## src/rtl/load_store_unit.sv

```systemverilog
// rtl/load_store_unit.sv - memory stage: data-bus access with lane steering, load extension and registered writeback
// Optional feature macro: LSU_MISALIGNED_TRAP_EN (trap misaligned half/word accesses instead of aligning them)
module load_store_unit #(
   parameter int unsigned BUS_TIMEOUT = 0
) (
   input  logic        clk,
   input  logic        reset_n,
   input  logic        in_valid,
   output logic        in_ready,
   input  logic [31:0] in_alu_result,
   input  logic [31:0] in_store_data,
   input  logic        in_is_load,
   input  logic        in_is_store,
   input  logic [2:0]  in_func3,
   input  logic [4:0]  in_rd,
   input  logic        in_wb_en,
   output logic        mem_req,
   output logic        mem_we,
   output logic [31:0] mem_addr,
   output logic [31:0] mem_wdata,
   output logic [3:0]  mem_wstrb,
   input  logic        mem_ready,
   input  logic [31:0] mem_rdata,
   output logic        out_valid,
   input  logic        out_ready,
   output logic [4:0]  out_rd,
   output logic        out_wb_en,
   output logic [31:0] out_data,
   output logic        out_trap,
   output logic [3:0]  out_trap_cause,
   output logic [31:0] out_trap_tval
);
   typedef enum logic {IDLE = 1'b0, BUS = 1'b1} state_t;
   state_t r_state, w_state_nxt;

   logic [31:0] r_addr, r_cnt;
   logic [2:0]  r_func3;
   logic [1:0]  r_lane;
   logic [4:0]  r_rd;
   logic        r_wb_en, r_is_load;
   logic        w_accept, w_mem_op, w_trap_mis, w_timeout;
   logic [1:0]  w_lane;
   logic [3:0]  w_wstrb;
   logic [31:0] w_wdata, w_load_data;
   logic [7:0]  w_byte;
   logic [15:0] w_half;

   assign in_ready  = (r_state == IDLE) && (!out_valid || out_ready);
   assign w_accept  = in_valid && in_ready;
   assign w_mem_op  = in_is_load || in_is_store;
   assign w_timeout = (BUS_TIMEOUT != 0) && (r_cnt == BUS_TIMEOUT - 1);

`ifdef LSU_MISALIGNED_TRAP_EN
   always_comb begin
      w_trap_mis = 1'b0;
      if (w_mem_op) begin
         if (in_func3[1:0] == 2'b01)      w_trap_mis = in_alu_result[0];
         else if (in_func3[1:0] == 2'b10) w_trap_mis = |in_alu_result[1:0];
      end
   end
`else
   assign w_trap_mis = 1'b0;
`endif

   // Half/word lanes are forced to natural alignment; only reachable misaligned when trapping is off.
   always_comb begin
      w_lane = in_alu_result[1:0];
      if (in_func3[1:0] == 2'b01)      w_lane[0] = 1'b0;
      else if (in_func3[1:0] == 2'b10) w_lane    = 2'b00;
   end

   always_comb begin
      w_wstrb = 4'b0000;
      w_wdata = 32'd0;
      if (in_is_store) begin
         case (in_func3[1:0])
            2'b00:   begin w_wstrb = 4'b0001 << w_lane; w_wdata = {4{in_store_data[7:0]}};  end
            2'b01:   begin w_wstrb = 4'b0011 << w_lane; w_wdata = {2{in_store_data[15:0]}}; end
            default: begin w_wstrb = 4'b1111;           w_wdata = in_store_data;            end
         endcase
      end
   end

   assign w_byte = mem_rdata[{r_lane, 3'b000} +: 8];
   assign w_half = mem_rdata[{r_lane[1], 4'b0000} +: 16];

   always_comb begin
      case (r_func3)
         3'b000:  w_load_data = {{24{w_byte[7]}}, w_byte};
         3'b001:  w_load_data = {{16{w_half[15]}}, w_half};
         3'b100:  w_load_data = {24'd0, w_byte};
         3'b101:  w_load_data = {16'd0, w_half};
         default: w_load_data = mem_rdata;
      endcase
   end

   always_ff @(posedge clk or negedge reset_n) begin
      if (!reset_n) r_state <= IDLE;
      else          r_state <= w_state_nxt;
   end

   always_comb begin
      w_state_nxt = r_state;
      case (r_state)
         IDLE:    if (w_accept && w_mem_op && !w_trap_mis) w_state_nxt = BUS;
         BUS:     if (mem_ready || w_timeout) w_state_nxt = IDLE;
         default: w_state_nxt = IDLE;
      endcase
   end

   always_ff @(posedge clk or negedge reset_n) begin
      if (!reset_n) begin
         mem_req        <= 1'b0;
         mem_we         <= 1'b0;
         mem_addr       <= 32'd0;
         mem_wdata      <= 32'd0;
         mem_wstrb      <= 4'd0;
         out_valid      <= 1'b0;
         out_rd         <= 5'd0;
         out_wb_en      <= 1'b0;
         out_data       <= 32'd0;
         out_trap       <= 1'b0;
         out_trap_cause <= 4'd0;
         out_trap_tval  <= 32'd0;
         r_addr         <= 32'd0;
         r_cnt          <= 32'd0;
         r_func3        <= 3'd0;
         r_lane         <= 2'd0;
         r_rd           <= 5'd0;
         r_wb_en        <= 1'b0;
         r_is_load      <= 1'b0;
      end else if (r_state == IDLE) begin
         if (out_valid && out_ready) out_valid <= 1'b0;
         if (w_accept) begin
            if (!w_mem_op || w_trap_mis) begin
               out_valid      <= 1'b1;
               out_rd         <= in_rd;
               out_wb_en      <= w_mem_op ? 1'b0 : in_wb_en;
               out_data       <= w_mem_op ? 32'd0 : in_alu_result;
               out_trap       <= w_trap_mis;
               out_trap_cause <= w_trap_mis ? (in_is_load ? 4'd4 : 4'd6) : 4'd0;
               out_trap_tval  <= w_trap_mis ? in_alu_result : 32'd0;
            end else begin
               mem_req   <= 1'b1;
               mem_we    <= in_is_store;
               mem_addr  <= {in_alu_result[31:2], 2'b00};
               mem_wdata <= w_wdata;
               mem_wstrb <= w_wstrb;
               r_addr    <= in_alu_result;
               r_cnt     <= 32'd0;
               r_func3   <= in_func3;
               r_lane    <= w_lane;
               r_rd      <= in_rd;
               r_wb_en   <= in_wb_en;
               r_is_load <= in_is_load;
            end
         end
      end else if (mem_ready || w_timeout) begin
         // mem_ready takes priority over a simultaneous timeout expiry.
         mem_req        <= 1'b0;
         out_valid      <= 1'b1;
         out_rd         <= r_rd;
         out_trap       <= !mem_ready;
         out_trap_cause <= mem_ready ? 4'd0 : (r_is_load ? 4'd5 : 4'd7);
         out_trap_tval  <= mem_ready ? 32'd0 : r_addr;
         out_wb_en      <= mem_ready && r_is_load && r_wb_en;
         out_data       <= (mem_ready && r_is_load) ? w_load_data : 32'd0;
      end else begin
         r_cnt <= r_cnt + 32'd1;
      end
   end
endmodule

```

## config.mk

```make
export PLATFORM = sky130hd
export DESIGN_NAME = load_store_unit
export DESIGN_NICKNAME = d
export VERILOG_FILES = /design/src/rtl/load_store_unit.sv
export SDC_FILE = /design/constraint.sdc
export NUM_CORES = 1
export LEC_CHECK = 0
export CORE_UTILIZATION = 43
export CTS_CLUSTER_SIZE = 14
export DETAILED_ROUTE_END_ITERATION = 10
export GPL_TIMING_DRIVEN = 0
export PLACE_DENSITY = 0.84
export REMOVE_ABC_BUFFERS = 1
export SYNTH_ARGS = -nofsm -noshare
export SYNTH_HDL_FRONTEND = slang
export SYNTH_SLANG_ARGS = --single-unit
```

## constraint.sdc

```tcl
create_clock -name clk -period 1.89 [get_ports clk]
set_input_delay 0.378 -clock clk [delete_from_list [all_inputs] [get_ports clk]]
set_output_delay 0.378 -clock clk [all_outputs]
set_load 0.01 [all_outputs]
```

==> results.py <==
metrics = {
    "placement": {
        "post-place-cells": 957,
        "port_buffers": 220,
        "pre_cts_ws_ps": -1390,
        "dp_hpwl_microns": 12300,
        "place_congestion": 0.818,
    },
    "timing": {
        "setup_violations": 0,
        "slew_violations": 0,
        "fin_skew_ps": 6.45,
        "rsz0062_at_grt": "false",
        "worst_pin_slew_ps": 880,
        "fmax_mhz": 546,
        "finalHoldViolations": 0,
        "layout_setup_ws_ps": 58.2,
        "post-route-period-util": 0.969,
        "whs_ps": 466,
        "max_slew_margin": 0.412,
        "finalCriticalPeriod_ps": 1830,
    },
    "floorplanning": {
        "rows": 43,
        "start_util": 0.443,
        "die_area_sq_mm": 0.0149,
        "die_w_microns": 122,
        "core_sq_mm": 0.0140,
        "die_y_microns": 122,
        "ioPinCount": 259,
    },
    "cts": {
        "cts_made_buffers": 17,
        "insertion_delay_ps": 410,
        "htree_levels": 4,
        "cts_sinks": 121,
        "clockRootBuffer": "clkbuf_16",
        "clk_path_buf_depth": 2,
        "clk_pin_slew_ps": 50,
        "cts_tree": "built",
    },
    "routing": {
        "drt_first_pass_iters": 5,
        "wl_per_cell_microns": 18.8,
        "ant_nets": 0,
        "vias": 5478,
        "drtIter0Drc": 377,
        "vias_per_cell": 5.46,
        "postRouteWirelength_microns": 18800,
        "drcViolationCount": 0,
    },
    "yosys": {
        "synth_flop_cell": "dfrtp_1",
        "synth_edf_count": 0,
        "synth_cell_types": 43,
        "synth_top_cell_by_area": "dfrtp_1",
        "avgSynthCellArea_sq_um": 10.3,
        "yosysSeqAreaShare": 0.488,
        "yosys_warnings": 0,
        "synthArstFlopShare": 1.00,
        "yosys.area.top_type_share": 0.488,
        "synth_seq_cells": 121,
        "synthCells": 600,
        "synth.area.top_cells": "dfrtp_1 (49%), mux2i_1 (7.3%), mux2_2 (6.2%)",
        "syn-cell-area_sq_mm": 0.00620,
    },
    "global_route": {
        "top_usage_layer": "met2",
        "grt_start_max_net_pins": 69,
        "antenna_found_initial": 0,
        "grt_pass1_vias": 5270,
        "grt_use_met1": 0.319,
        "grt_pass1_wl_microns": 29000,
        "use_met3": 0.0932,
        "met2_usage": 0.433,
        "overflow": 0,
        "grt_usage": 0.261,
    },
    "critical_path": {
        "cp.arrival_ps": 2130,
        "start_kind": "primary input",
        "critPathKind": "primary input to register",
        "end_kind": "register",
        "critPathMaxFanout": 32,
        "worstPathRequired_ps": 2180,
        "ff2ff_setup_slack_ps": 100,
    },
    "cells_and_area": {
        "layout.nets": 925,
        "final_common_cell": "clkdlybuf4s50_1",
        "n_antenna_cell": 0,
        "final_cells": 1004,
        "most-common-layout-cells": "clkdlybuf4s50_1 (215), dfrtp_1 (118), mux2i_1 (45)",
        "drive_above_1_share": 0.133,
        "synthToLayoutAreaGrowth_pct": 49.8,
    },
    "run": {
        "maxCapViolations": 0,
    },
    "pwr": {
        "power_density_mw_per_mm2": 1380,
        "finalPower_mw": 12.8,
        "cellLeakagePower_nw": 4.03,
        "max-vdd-ir-drop_uv": 585,
    },
    "worst_hold_path": {
        "holdCritPathClass": "register to register",
    },
    "outcome": {
        "status": "finished clean",
    },
}
==> path summary, 6_finish.rpt <==
| check | start | end | cells after the start |
|---|---|---|---|
| worst max-delay path | in_is_store | r_rd[0]$_DFFE_PN0P_ | 5 |
| worst min-delay path | mem_wstrb[1]$_DFFE_PN0P_ | mem_wstrb[1]$_DFFE_PN0P_ | 2 |
| worst max register to register | r_lane[1]$_DFFE_PN0P_ | out_data[19]$_DFFE_PN0P_ | 5 |
| worst min register to register | mem_wstrb[1]$_DFFE_PN0P_ | mem_wstrb[1]$_DFFE_PN0P_ | 2 |
| max in group asynchronous | reset_n | r_lane[1]$_DFFE_PN0P_ | 3 |
| min in group asynchronous | reset_n | mem_wdata[24]$_DFFE_PN0P_ | 2 |
==> through the flow <==
| stage | TNS (ps) | area (sq um) | utilization |
|---|---|---|---|
| global route | 0 | 9290 | 0.664 |
| detailed placement | -100770 | 8350 | 0.597 |
| floorplan | -112960 | 5860 | - |
| CTS | 0 | 9280 | 0.663 |
| global placement | -818470 | 8290 | 0.592 |
| finish | 0 | 9290 | 0.664 |
==> report_power, final <==
group | leakage [nW] | internal [mW] | switching, mW
sequential | 1.48 | 3.58 | 0.672
combinational | 2.25 | 2.87 | 2.24
clock | 0.306 | 2.30 | 1.13
==> cells in the mapped netlist (all sizes together) (2+ instances only) <==
master   number
dfrtp       121
buf          58
o21ai        49
mux2i        45
a21oi        43
nand2        42
nor2         42
mux2         39
clkbuf       24
inv          21
a211oi       17
a21o         17
a221o        16
a22o          9
nor2b         9
nor3b         8
o2111ai       8
o221ai        8
nand2b        6
and2          2
and3          2
clkinv        2
or2           2
==> critical path, stage by stage <==
cell	delay, ps
clkdlybuf4s50_1	450
or2_2	460
nand3_4	140
bufbuf_16	340
mux2_1	340
==> layout make-up <==
class                   instances  area, sq um
inverters                      23         93.8
clock inverters                 6          110
clock buffers                  24          522
well taps                     180          225
flip-flops and latches        121         3040
repair buffers                238         2460
fillers                      1118         4690
multi-input cells             412         2840
==> sequential cells by signal, summed over array words and instances (netlist names), 2 cells and up <==
name       count
mem_addr      30
mem_wdata     32
mem_wstrb      4
out_data      32
out_rd         5
r_func3        3
r_lane         2
r_rd           5
==> per-layer routing <==
layer	part of all wire	wire, microns
met5	0	0
met4	0.012	229
met3	0.10	1880
met2	0.49	9210
met1	0.40	7530
==> cells by family (layout without fill, tap and decap cells) <==
| kind of cell | Yosys count | count (layout) | synth area share |
|---|---|---|---|
| AOI/OAI and AO/OA | 173 | 173 | 0.186 |
| buffers and inverters | 105 | 291 | 0.0920 |
| DFF | 121 | 121 | 0.488 |
| muxes | 85 | 85 | 0.147 |
| other | 1 | 38 | 0.000605 |
| and+or+nand+nor | 115 | 116 | 0.0859 |
==> repair_timing <==
action,CTS,global route
hold endpoints to repair,53,0
pin swaps,4,0
hold buffers,1,0
gates resized for setup,27,8
buffers inserted,14,0
setup endpoints to repair,122,28
cloned,2,0
Note: power is estimated with default switching activity, not from simulation.
